--- config.mk ---
export PLATFORM = sky130hd
export DESIGN_NAME = fetch_ctrl
export DESIGN_NICKNAME = d
export VERILOG_FILES = /design/src/rtl/fetch_pkg.sv /design/src/rtl/fetch_ctrl.sv
export SDC_FILE = /design/constraint.sdc
export NUM_CORES = 1
export LEC_CHECK = 0
export ABC_AREA = 1
export BUFFER_PORTS_ARGS = -buffer_cell sky130_fd_sc_hd__buf_2
export CORE_UTILIZATION = 25
export CTS_BUF_LIST = sky130_fd_sc_hd__clkbuf_4 sky130_fd_sc_hd__clkbuf_8
export DETAILED_ROUTE_END_ITERATION = 8
export SYNTH_ARGS = -nofsm -noshare
export SYNTH_HDL_FRONTEND = slang
export SYNTH_SLANG_ARGS = --single-unit
--- constraint.sdc ---
create_clock -name clk -period 9.8 [get_ports clk]
set_clock_uncertainty 0.05 [all_clocks]
set_input_delay 2.45 -clock clk [delete_from_list [all_inputs] [get_ports clk]]
set_output_delay 2.45 -clock clk [all_outputs]
set_load 0.01 [all_outputs]
--- src/rtl/fetch_pkg.sv ---
// fetch_pkg: shared types and constants for the miniRV instruction-fetch sequencer.
//   state_t          - fetch FSM states (IDLE, REQ, WAIT, OUT)
//   NOP_INST         - instruction shown to decode before the first fetch
//   RESET_PC_DEFAULT - default PC loaded on reset
//   align_word()     - clears the two low address bits
package fetch_pkg;

  typedef enum logic [1:0] {
    IDLE = 2'd0,
    REQ  = 2'd1,
    WAIT = 2'd2,
    OUT  = 2'd3
  } state_t;

  localparam logic [31:0] NOP_INST         = 32'h0000_0013;
  localparam logic [31:0] RESET_PC_DEFAULT = 32'h0000_0000;

  function automatic logic [31:0] align_word(input logic [31:0] addr);
    return {addr[31:2], 2'b00};
  endfunction

endpackage

--- src/rtl/fetch_ctrl.sv ---
// fetch_ctrl: instruction-fetch sequencer. Owns the architectural PC, issues one
// imem request at a time (req/gnt/rvalid), presents the fetched word to decode and
// squashes fetches made stale by a redirect from execute.
// Ports:
//   clk, rst                    - core clock, asynchronous active-high reset
//   imem_req/imem_addr          - fetch request (held until granted) and word address
//   imem_gnt/imem_rvalid/rdata  - grant, read-data valid and instruction word
//   redirect_valid/redirect_pc  - one-cycle redirect pulse and target
//   stall                       - decode cannot accept the presented instruction
//   inst_valid/inst/inst_pc     - presented instruction and its PC
//   pc4                         - inst_pc + 4 (combinational, link value)
//   misalign_err                - one-cycle pulse for a redirect with nonzero low bits
module fetch_ctrl
  import fetch_pkg::*;
#(
  parameter logic [31:0] RESET_PC = RESET_PC_DEFAULT
) (
  input  logic        clk,
  input  logic        rst,
  output logic        imem_req,
  output logic [31:0] imem_addr,
  input  logic        imem_gnt,
  input  logic        imem_rvalid,
  input  logic [31:0] imem_rdata,
  input  logic        redirect_valid,
  input  logic [31:0] redirect_pc,
  input  logic        stall,
  output logic        inst_valid,
  output logic [31:0] inst,
  output logic [31:0] inst_pc,
  output logic [31:0] pc4,
  output logic        misalign_err
);

  state_t      state;
  logic [31:0] pc;
  logic [31:0] req_pc;
  logic        kill;

  // The fetch address is the PC flop itself, so a redirect shows up on the bus one cycle later.
  assign imem_addr = pc;
  assign pc4       = inst_pc + 32'd4;

  // Fetch FSM together with the PC, squash flag and all registered outputs.
  always_ff @(posedge clk or posedge rst) begin
    if (rst) begin
      state        <= IDLE;
      pc           <= RESET_PC;
      req_pc       <= RESET_PC;
      kill         <= 1'b0;
      imem_req     <= 1'b0;
      inst_valid   <= 1'b0;
      inst         <= NOP_INST;
      inst_pc      <= RESET_PC;
      misalign_err <= 1'b0;
    end else begin
      misalign_err <= redirect_valid && (redirect_pc[1:0] != 2'b00);
      // A redirect always retargets the PC; the state-specific code below decides
      // what happens to any fetch already in flight.
      if (redirect_valid) begin
        pc <= align_word(redirect_pc);
      end
      case (state)
        IDLE: begin
          state    <= REQ;
          imem_req <= 1'b1;
        end
        REQ: begin
          if (imem_gnt) begin
            req_pc   <= pc;
            // Granted in the same cycle as a redirect: the response will be stale.
            kill     <= redirect_valid;
            imem_req <= 1'b0;
            state    <= WAIT;
          end
        end
        WAIT: begin
          if (imem_rvalid) begin
            if (kill || redirect_valid) begin
              // Stale or just-redirected response: drop it and fetch from the new PC.
              kill     <= 1'b0;
              imem_req <= 1'b1;
              state    <= REQ;
            end else begin
              inst       <= imem_rdata;
              inst_pc    <= req_pc;
              pc         <= req_pc + 32'd4;
              inst_valid <= 1'b1;
              state      <= OUT;
            end
          end else if (redirect_valid) begin
            // Response still outstanding; remember to discard it when it arrives.
            kill <= 1'b1;
          end
        end
        OUT: begin
          if (redirect_valid || !stall) begin
            inst_valid <= 1'b0;
            imem_req   <= 1'b1;
            state      <= REQ;
          end
        end
        default: begin
          state    <= IDLE;
          imem_req <= 1'b0;
        end
      endcase
    end
  end

endmodule

; ---- After elaboration in Yosys (flattened, before gate mapping)
; Cells that the tools add are included.
[totals]
ff_bits = 134
latchBits = 0
ram_bits = 0
rom_bits = 0
inputBits = 70
output_inout_bits = 131
elab_cells = 59
memories = 0
[classes]
addsub = 2
multipliers = 0
n_div = 0
n_lt_le_gt_ge = 0
eq_ne = 10
shift = 0
n_mux = 23
n_bitwise = 1
reduce_logical = 14
[op_table]
columns = cell, count
row1 = two-way mux 32 bit, 4
row2 = adder 32 x 3 -> 32 bit (second input constant), 2
row3 = AND reduction 4 bit, 3
row4 = two-way mux 1 bit, 11
row5 = inequality test 2 bit (second input constant), 5
row6 = two-way mux 2 bit, 4
row7 = one-hot mux 2 bit (4 select lines), 1
row8 = inequality test 3 bit (second input constant), 2
row9 = AND reduction 3 bit, 2
row10 = nonzero test 2 bit, 3
row11 = == test 2 bit (second input constant), 2
row12 = one-hot mux 1 bit (2 select lines), 2
row13 = one-hot mux 1 bit (4 select lines), 1
row14 = == test 2 x 1 -> 1 bit (second input constant), 1
row15 = logical NOT 2 bit, 1
row16 = logical OR 1 bit, 2
row17 = AND reduction 2 bit, 1
row18 = logical AND 1 bit, 1
row19 = logical NOT 1 bit, 1
row20 = NOT 1 bit, 1

; ---- Depth between registers and ports, before layout
; Gate-level depths: netlist of run 1.
[depth]
word_depth = 4
ltp_mapped = 10
depth_no_buf = 10

; ---- Worst setup path after synthesis of run 1
; Ideal clock, no wire load.
[synth_timing]
path_kind = register to output
from = reg inst_pc[3]
to = out pc4[18]
arrival_ns = 1.451
t_required_ns = 7.300
path_slack_ns = 5.849
stages_incl_launch_ff = 7
path_buffers = 0
cell_sequence = dfrtp_1 ha_1 inv_1 nor3_2 nand3_1 nor2_1 xor2_1
[synth_via]
elab_chain_cells = 1
[synth_lines]
columns = item, line_no
row1 = start: declaration, fetch_ctrl.sv:30  ; output logic [31:0] inst_pc,
row2 = start signal: assignment, fetch_ctrl.sv:86  ; inst_pc <= req_pc;
row3 = adder 32 x 3 -> 32 bit, fetch_ctrl.sv:42  ; assign pc4 = inst_pc + 32'd4;
row4 = end: declaration, fetch_ctrl.sv:31  ; output logic [31:0] pc4,
; No other way between the ends.

; ---- Final worst setup path of run 1
[layout_timing]
from = reg inst_pc[14]
to = out pc4[31]
; The elaborated chain is that of the path after synthesis.

==> flow_metrics.tcl, run 1 <==
set metrics [dict create \
    nets 1180 \
    worstRegToRegCells 10 \
    slew-limit-headroom_pct 32.9 \
    cts_setup_buffers 0 \
    root_buffer "clkbuf_8" \
    clock.fmax_ghz 0.216 \
    switching_share_pct 43.4 \
    post_cts_resized 0 \
    layout_common_cells "nand2_1, buf_2, dfrtp_1" \
    final_common_cell "nand2_1" \
    clock-sinks 134 \
    wl_per_cell_um 15.6 \
    synth_seq_cells 134 \
    dr.pass1.iters 5 \
    crit_buf_inv 1 \
    power_frac_comb_pct 34.7 \
    cpMaxStageDelayCell "dfrtp_1" \
    fillerInstances 3040 \
    crit_required_ns 7.30 \
    yosysTopAreaCellShare_pct 46.5 \
    tightest_slew_ns 1.01 \
    cp-start-kind "flip-flop" \
    drive_above_1_share_pct 24.3 \
    synth_cells 915 \
    tritoncts "built" \
    globalplace.congestion 0.915 \
    detail-route-antenna-nets 0 \
    grt_max_degree 94 \
    antenna_found_initial 2 \
    critical_path.top_delay_family "simple AND/OR/NAND/NOR gates" \
    post-route-util_pct 31.7 \
    io_pins 201 \
    placed_cells 1463 \
    insertion_delay_ns 0.45 \
    p_seq_share_pct 43.6 \
    rsz0062_at_grt "false" \
    status "completed" \
    drv_slew 0 \
    stdcell_count 1495 \
    hold_viol_final 0 \
    num_antenna_cells 0 \
    path_max_fanout 5 \
    clkSlewWorstSetupHoldPaths_ns 0.08 \
    synth_largest_area_cell "dfrtp_1" \
    clock_path_buffers 2 \
    totalWireLength_um 23300 \
    mappedNetlistNets 991 \
    initial_core_util_pct 25.4 \
    p_leak_nw 4.46 \
    ys_top_cells_by_area "dfrtp_1, nand2_1, o21ai_0" \
    period_share_pct 47.2 \
    worst_path_most_repeated_cell "nand2_1" \
    ys_warn_count 0 \
    arrival_ns 2.12 \
    ctsHoldBuffers 0 \
    grt_first_pass_wirelength_um 35800 \
    drcViolationCount 0 \
    intPower_mw 1.28 \
    final_area_sq_mm 0.00880 \
    die_h_um 170 \
    multi_input_area_sq_mm 0.00318 \
    slowest_delay_ns 0.53 \
    path_depth 7 \
    grt_pass1_vias 6100 \
    syn_area_sq_mm 0.00705 \
    synthDistinctLibCells 39 \
    dp.final_hpwl_um 17300 \
    fin_setup_tns_ns 0 \
    ys.flop_type "dfrtp_1" \
    route.vias.total 6704 \
    dpl_cell_area_sq_mm 0.00839 \
    synth_edf_count 0 \
    dieArea_sq_mm 0.0289 \
    hp-class "reg2reg" \
    drt-initial-drc-count 549 \
    p_sw_mw 0.983 \
    max-cap-violations 0 \
    row_count 61 \
    areaGrowthSynthToFinish_pct 24.8 \
    grt_usage_pct 16.3 \
    portBuffers 200 \
    crit_type "reg2out" \
    fin_crit_ns 4.62 \
    fp.dieW_um 170 \
    syn-mean-instance-area_sq_um 7.71 \
    path_cells "nand2_1 -> nor2_1 -> nand3_1 -> nor3_2 -> nand2_1 -> xor2_1 -> buf_2" \
    core_sq_mm 0.0278 \
    cts_htree_levels 4 \
    hold_path_depth 2 \
    clockPowerShare_pct 21.7 \
    gr-total-overflow 0 \
    setup_violations 0 \
    yosysSeqAreaShare_pct 47.6 \
    ir_drop_uv 102 \
    cp-end-kind "output port" \
    ys_async_sr_fraction_pct 100 \
    register_area_sq_mm 0.00336 \
    cts_made_buffers 17 \
    routed_via_density 4.48 \
    powerDensity_mw_per_mm2 257 \
]
area by class of cell:
type	count	share of cell area, %
flip-flops and latches	134	38.1
multi-input cells	656	36.1
repair buffers	204	11.7
well taps	378	5.37
inverters	91	3.94
clock buffers	17	2.66
clock inverters	15	2.03
power by group through the flow:
stage / clock [mW] / combinational [mW] / sequential (mW)
6_report: 0.491 / 0.786 / 0.989
5_1_grt: 0.533 / 0.885 / 1.02
4_1_cts: 0.506 / 0.792 / 0.988
3_5_place_dp: 0 / 0.789 / 0.997
3_3_place_gp: 0 / 0.779 / 0.998
2_1_floorplan: 0 / 0.423 / 0.965
state kept, by name, summed over array words and instances (netlist names):
signal / cells
req_pc: 32
state: 2
misalign_err: 1
inst_valid: 1
imem_addr: 32
imem_req: 1
inst: 32
inst_pc: 32
kill: 1
worst register-to-register path, cell delays in order (launching register included):
cell,delay [ns]
dfrtp_1,0.43
inv_1,0.08
ha_1,0.25
nand2_1,0.09
inv_1,0.14
nand2_4,0.13
inv_2,0.13
buf_4,0.68
nand2_1,0.17
or2_1,0.26
nand3_1,0.07
per-stage QoR:
stage | hold slack, ns | setup WS, ns | power (mW)
final | 0.425 | 5.18 | 2.27
after CTS | 0.428 | 5.15 | 2.29
after global placement | 0.408 | 5.30 | 1.78
after floorplan | 0.414 | 3.72 | 1.39
after detailed placement | 0.410 | 5.24 | 1.79
after global routing | 0.448 | 4.95 | 2.44
layer usage:
metal / track usage [%] / share of wire, %
met5: 0 / 0.15
met4: 3.84 / 1.2
met3: 4.07 / 7.7
met2: 24.3 / 44
met1: 23.5 / 47
kinds of logic (layout without fill, tap and decap cells):
| kind of cell | after synthesis | in the layout | share of synthesized area [%] |
|---|---|---|---|
| buffers and inverters | 125 | 327 | 7.33 |
| AO/OA/AOI/OAI | 126 | 126 | 10.0 |
| adder cells (fa/ha/maj) | 6 | 6 | 1.06 |
| multiplexers | 2 | 2 | 0.284 |
| flip-flops | 134 | 134 | 47.6 |
| AND/OR/NAND/NOR | 493 | 493 | 30.1 |
| XOR/XNOR | 29 | 29 | 3.60 |
synthesized netlist by cell type, types with 7 or more instances:
cell,count
nand2_1,318
dfrtp_1,131
inv_1,87
nor2_1,75
o21ai_0,72
nand3_1,42
xor2_1,27
o211ai_1,14
o21ai_1,14
clkbuf_1,13
nand4_1,13
a21oi_1,12
buf_2,11
nor3_1,11
buf_4,7
nand2_2,7
path summary, 6_finish.rpt:
path                        startpoint            end  slack [ns]
max                        inst_pc[14]        pc4[31]        5.18
min                            inst[4]        inst[4]        0.42
max reg2reg                   state[0]  imem_addr[22]        7.25
min reg2reg                    inst[4]        inst[4]        0.42
max in group asynchronous          rst   imem_addr[7]        6.40
min in group asynchronous          rst       inst[23]        2.08
No activity file was read; power rests on OpenSTA's default activity.
==> run 2, diff against run 1 <==
--- a/config.mk
+++ b/config.mk
@@ -5,7 +5,7 @@
 export SDC_FILE = /design/constraint.sdc
 export NUM_CORES = 1
 export LEC_CHECK = 0
-export ABC_AREA = 1
+export ABC_AREA = 0
 export BUFFER_PORTS_ARGS = -buffer_cell sky130_fd_sc_hd__buf_2
 export CORE_UTILIZATION = 25
 export CTS_BUF_LIST = sky130_fd_sc_hd__clkbuf_4 sky130_fd_sc_hd__clkbuf_8
==> constraint.sdc (replaced) <==
create_clock -name clk -period 4.4 [get_ports clk]
set_clock_uncertainty 0.05 [all_clocks]
set_input_delay 1.1 -clock clk [delete_from_list [all_inputs] [get_ports clk]]
set_output_delay 1.1 -clock clk [all_outputs]
set_load 0.01 [all_outputs]
==> flow_metrics.tcl, run 2 <==
set metrics [dict create \
    synth_most_common_cell "dfrtp_1" \
    die_h_um 164 \
    path_max_fanout 7 \
    grt_usage_pct 13.8 \
    reg2reg_from "state[0]" \
    dr.pass1.iters 5 \
    nets 845 \
    hold_viol_final 0 \
    cp-startpoint "inst_pc[3]" \
    setup_violations 0 \
    ys.flop_type "dfrtp_1" \
    hold_path_depth 1 \
    rrSetupSlack_ns 2.01 \
    yosysTopAreaCellShare_pct 49.7 \
    layout_common_cells "buf_2, dfrtp_1, mux2_2" \
    wl_per_cell_um 16.4 \
    place_ws_ns 1.38 \
    ctsHoldBuffers 0 \
    crit_buf_inv 1 \
    ys_top_cells_by_area "dfrtp_1, mux2_2, xor2_1" \
    clkSlewWorstSetupHoldPaths_ns 0.08 \
    fillerInstances 2705 \
    root_buffer "clkbuf_8" \
    path_depth 6 \
    clockPowerShare_pct 19.6 \
    switching_share_pct 38.5 \
    cp-end-kind "output port" \
    setup_ws_ns 0.934 \
    fin_crit_ns 3.47 \
    netlist_top_cells_count "dfrtp_1, mux2_2, nand2_1" \
    cp-start-kind "flip-flop" \
    slew-limit-headroom_pct 43.1 \
    synth_cells 578 \
    initial_core_util_pct 25.4 \
    gr-total-overflow 0 \
    crit_type "reg2out" \
    cp-endpoint "pc4[24]" \
    fp.dieW_um 164 \
    max-cap-violations 0 \
    syn_area_sq_mm 0.00660 \
    slowest_delay_ns 0.41 \
    totalWireLength_um 18400 \
    cts_setup_buffers 0 \
    areaGrowthSynthToFinish_pct 26.3 \
    synth_edf_count 0 \
    powerDensity_mw_per_mm2 592 \
    dp.final_hpwl_um 13700 \
    critical_path.top_delay_family "simple AND/OR/NAND/NOR gates" \
    routed_via_density 4.68 \
    drv_slew 0 \
    p_total_mw 4.94 \
    arrival_ns 2.32 \
    detail-route-antenna-nets 0 \
    clock.fmax_ghz 0.289 \
    grt_first_pass_wirelength_um 28300 \
    power_frac_comb_pct 34.7 \
    ir_drop_uv 265 \
    syn-mean-instance-area_sq_um 11.4 \
    path_cells "ha_1 -> and3_1 -> nand3_1 -> nor3_1 -> xnor2_1 -> buf_2" \
    cts_htree_levels 4 \
    stdcell_count 1121 \
    final_common_cell "buf_2" \
    status "completed" \
    antenna_found_initial 7 \
    insertion_delay_ns 0.44 \
    cpMaxStageDelayCell "dfrtp_1" \
    clock_path_buffers 2 \
    dieArea_sq_mm 0.0271 \
    ys_warn_count 0 \
    worstRegToRegCells 5 \
    route.vias.total 5245 \
    drive_above_1_share_pct 43.9 \
    post_cts_resized 0 \
    grt_max_degree 61 \
    crit_required_ns 3.25 \
    placed_cells 1085 \
    tightest_slew_ns 0.851 \
    ys_async_sr_fraction_pct 100 \
    tritoncts "built" \
    row_count 59 \
    final_area_sq_mm 0.00834 \
    rsz0062_at_grt "false" \
    mappedNetlistNets 654 \
    globalplace.congestion 0.819 \
    dpl_cell_area_sq_mm 0.00796 \
    cts_made_buffers 17 \
    intPower_mw 3.04 \
    drt-initial-drc-count 383 \
    p_sw_mw 1.90 \
    clock-sinks 134 \
    portBuffers 200 \
    period_share_pct 78.8 \
    io_pins 201 \
    drcViolationCount 0 \
    synth_largest_area_cell "dfrtp_1" \
    core_sq_mm 0.0260 \
    synthDistinctLibCells 46 \
    p_leak_nw 3.89 \
    fin_setup_tns_ns 0 \
    grt_pass1_vias 4993 \
    rr_endpoint "inst[2]" \
    p_seq_share_pct 45.7 \
    synth_seq_cells 134 \
    yosysSeqAreaShare_pct 50.9 \
    hp-class "reg2reg" \
]
-- run 2: cell types whose count changed after synthesis, moves of 10 or more --
cell,delta
and4_1,+10
o21ai_0,-56
a31oi_1,+14
nand2_1,-286
inv_1,-75
nor2_1,-66
nor2b_1,+27
xnor2_1,+16
o211ai_1,-14
a211oi_1,+25
o21ai_1,-14
mux2_2,+91
nand3_1,-19
-- run 2: worst min-delay path by stage --
stage	startpoint	end	slack (ns)
6_report	imem_req	imem_req	0.44
3_3_place_gp	inst[11]	inst[11]	0.43
2_1_floorplan	req_pc[0]	imem_addr[0]	0.43
5_1_grt	inst[23]	inst[23]	0.47
4_1_cts	imem_req	imem_req	0.45
3_5_place_dp	imem_req	imem_req	0.43
-- run 2: layout make-up --
type	count	area (sq um)	share of cell area, %
sequential	134	3360	40.3
multi-input combinational	394	3030	36.4
timing repair buffer	210	1100	13.2
tap	335	419	5.03
clock buffer	20	263	3.15
clock inverter	11	103	1.23
inverter	12	48.8	0.585
antenna	5	12.5	0.150
-- run 2: power groups by stage --
stage	Clock [mW]	Combinational (mW)	Sequential (mW)
2_1_floorplan	0	1.01	2.22
3_3_place_gp	0	1.71	2.27
3_5_place_dp	0	1.73	2.28
4_1_cts	1.01	1.74	2.26
5_1_grt	1.05	1.90	2.35
6_report	0.968	1.71	2.26
-- run 2: metrics by stage --
step	hold WS, ns	util (%)
after floorplan	0.435	-
after global placement	0.434	30.6
after detailed placement	0.429	30.6
after CTS	0.452	32.0
after global routing	0.474	32.0
final	0.444	32.1
-- run 2: cell families after synthesis --
logic type / share of synthesized area, %
adder cells (fa/ha/maj): 1.14
buffers and inverters: 3.24
flip-flops: 50.9
AND/OR/NAND/NOR: 14.0
AO/OA/AOI/OAI: 8.78
multiplexers: 16.4
XOR/XNOR: 5.57
-- run 2: layer usage --
| layer | share of wire (%) | GRT usage (%) | vias up |
|---|---|---|---|
| li1 | - | - | 2497 |
| met1 | 46 | 18.4 | 2542 |
| met2 | 44 | 20.8 | 193 |
| met3 | 9.6 | 5.90 | 9 |
| met4 | 0.44 | 2.50 | 4 |
| met5 | 0.13 | 0 | - |
-- run 2: worst register-to-register path, stage by stage (launching register included) --
cell,delay (ns)
dfrtp_1,0.42
inv_1,0.10
ha_1,0.25
and3_4,0.58
buf_4,0.48
mux2_2,0.41
==> run 3, diff against run 2 <==
==> constraint.sdc (replaced) <==
create_clock -name clk -period 3.5 [get_ports clk]
set_clock_uncertainty 0.05 [all_clocks]
set_input_delay 0.875 -clock clk [delete_from_list [all_inputs] [get_ports clk]]
set_output_delay 0.875 -clock clk [all_outputs]
set_load 0.01 [all_outputs]
==> flow_metrics.tcl, run 3 (same netlist as run 2, synthesis figures left out) <==
set metrics [dict create \
    detail-route-antenna-nets 0 \
    p_leak_nw 3.93 \
    wl_per_cell_um 16.5 \
    layout_common_cells "buf_2, dfrtp_1, mux2_2" \
    grt_pass1_vias 5001 \
    worstRegToRegCells 5 \
    drcViolationCount 0 \
    period_share_pct 92.7 \
    nets 844 \
    root_buffer "clkbuf_8" \
    final_common_cell "buf_2" \
    p_sw_mw 2.46 \
    register_area_sq_mm 0.00336 \
    post_cts_resized 0 \
    rrSetupSlack_ns 1.09 \
    antenna_found_initial 6 \
    path_max_fanout 7 \
    route.vias.total 5203 \
    status "completed" \
    clkSlewWorstSetupHoldPaths_ns 0.08 \
    post-route-util_pct 32.4 \
    drv_slew 0 \
    fin_crit_ns 3.24 \
    switching_share_pct 38.3 \
    clock_path_buffers 2 \
    fillerInstances 2660 \
    crit_required_ns 2.57 \
    cp-start-kind "flip-flop" \
    areaGrowthSynthToFinish_pct 27.5 \
    clockPowerShare_pct 21.8 \
    cts_made_buffers 17 \
    portBuffers 200 \
    path_cells "ha_1 -> and3_1 -> nand3_1 -> nor3_1 -> xor2_1 -> buf_2" \
    clock-sinks 134 \
    grt_usage_pct 13.9 \
    die_h_um 164 \
    core_sq_mm 0.0260 \
    hold_path_depth 1 \
    dp.final_hpwl_um 13500 \
    cp-end-kind "output port" \
    cts_setup_buffers 0 \
    totalWireLength_um 18500 \
    hold_viol_final 0 \
    crit_buf_inv 1 \
    grt_max_degree 61 \
    p_seq_share_pct 44.5 \
    tritoncts "built" \
    tightest_slew_ns 0.949 \
    powerDensity_mw_per_mm2 762 \
    routed_via_density 4.65 \
    intPower_mw 3.96 \
    power_frac_comb_pct 33.7 \
    path_depth 6 \
    fp.dieW_um 164 \
    globalplace.congestion 0.814 \
    dieArea_sq_mm 0.0271 \
    cpMaxStageDelayCell "dfrtp_1" \
    arrival_ns 2.32 \
    row_count 59 \
    gr-total-overflow 0 \
    drive_above_1_share_pct 43.9 \
    clock.fmax_ghz 0.308 \
    insertion_delay_ns 0.45 \
    ctsHoldBuffers 0 \
    io_pins 201 \
    setup_violations 0 \
    slowest_delay_ns 0.41 \
    rsz0062_at_grt "false" \
    multi_input_area_sq_mm 0.00303 \
    hp-class "reg2reg" \
    critical_path.top_delay_family "simple AND/OR/NAND/NOR gates" \
    fin_setup_tns_ns 0 \
    slew-limit-headroom_pct 36.6 \
    cts_htree_levels 4 \
    max-cap-violations 0 \
    grt_first_pass_wirelength_um 28500 \
    drt-initial-drc-count 308 \
    crit_type "reg2out" \
    initial_core_util_pct 25.4 \
    dr.pass1.iters 4 \
    ir_drop_uv 322 \
]
[run 3: changes by cell type in the layout (fill, tap and decap cells not counted), sizes merged]
cell	previous run	this run
clkinvlp	4	2
inv	13	14
bufinv	1	3
diode	5	2
clkbuf	20	19
buf	210	209
clkinv	5	6
[run 3: layer usage]
| layer | part of all wire, % | up-vias | GRT usage, % |
|---|---|---|---|
| met1 | 48 | 2495 | 18.8 |
| met5 | 0.17 | - | 0 |
| met3 | 8.3 | 18 | 5.75 |
| li1 | - | 2503 | - |
| met4 | 0.84 | 6 | 2.79 |
| met2 | 43 | 181 | 20.7 |
[run 3: per-stage QoR]
stage / instance area, sq um / instances / power (mW) / hold WS, ns / worst slack, ns
final: 8420 / 1118 / 6.42 / 0.453 / 0.257
after global routing: 8410 / 1116 / 6.91 / 0.460 / 0.0215
after CTS: 8410 / 1116 / 6.49 / 0.449 / 0.229
after detailed placement: 7990 / 1084 / 5.06 / 0.430 / 0.728
after global placement: 7990 / 1084 / 5.01 / 0.427 / 0.786
after floorplan: 6600 / 578 / 4.06 / 0.435 / 0.912
[run 3: power groups by stage]
stage,combinational [mW],clock (mW),sequential [mW]
2_1_floorplan,1.27,0,2.78
3_3_place_gp,2.16,0,2.85
3_5_place_dp,2.19,0,2.87
4_1_cts,2.19,1.45,2.85
5_1_grt,2.42,1.52,2.97
6_report,2.16,1.40,2.86
[run 3: worst paths after layout]
path	from	endpoint
min	imem_req	imem_req
min reg2reg	imem_req	imem_req
min in group asynchronous	rst	misalign_err
max	inst_pc[2]	pc4[18]
max reg2reg	req_pc[2]	imem_addr[20]
max in group asynchronous	rst	inst[1]
[run 3: area by class of cell]
type                            count  share of cell area (%)
Sequential cell                   134                    39.9
Multi-Input combinational cell    394                    36.0
Timing Repair Buffer              209                    13.4
Tap cell                          335                    4.98
Clock buffer                       19                    2.96
Clock inverter                     13                    2.05
Inverter                           12                   0.580
Antenna cell                        2                  0.0595
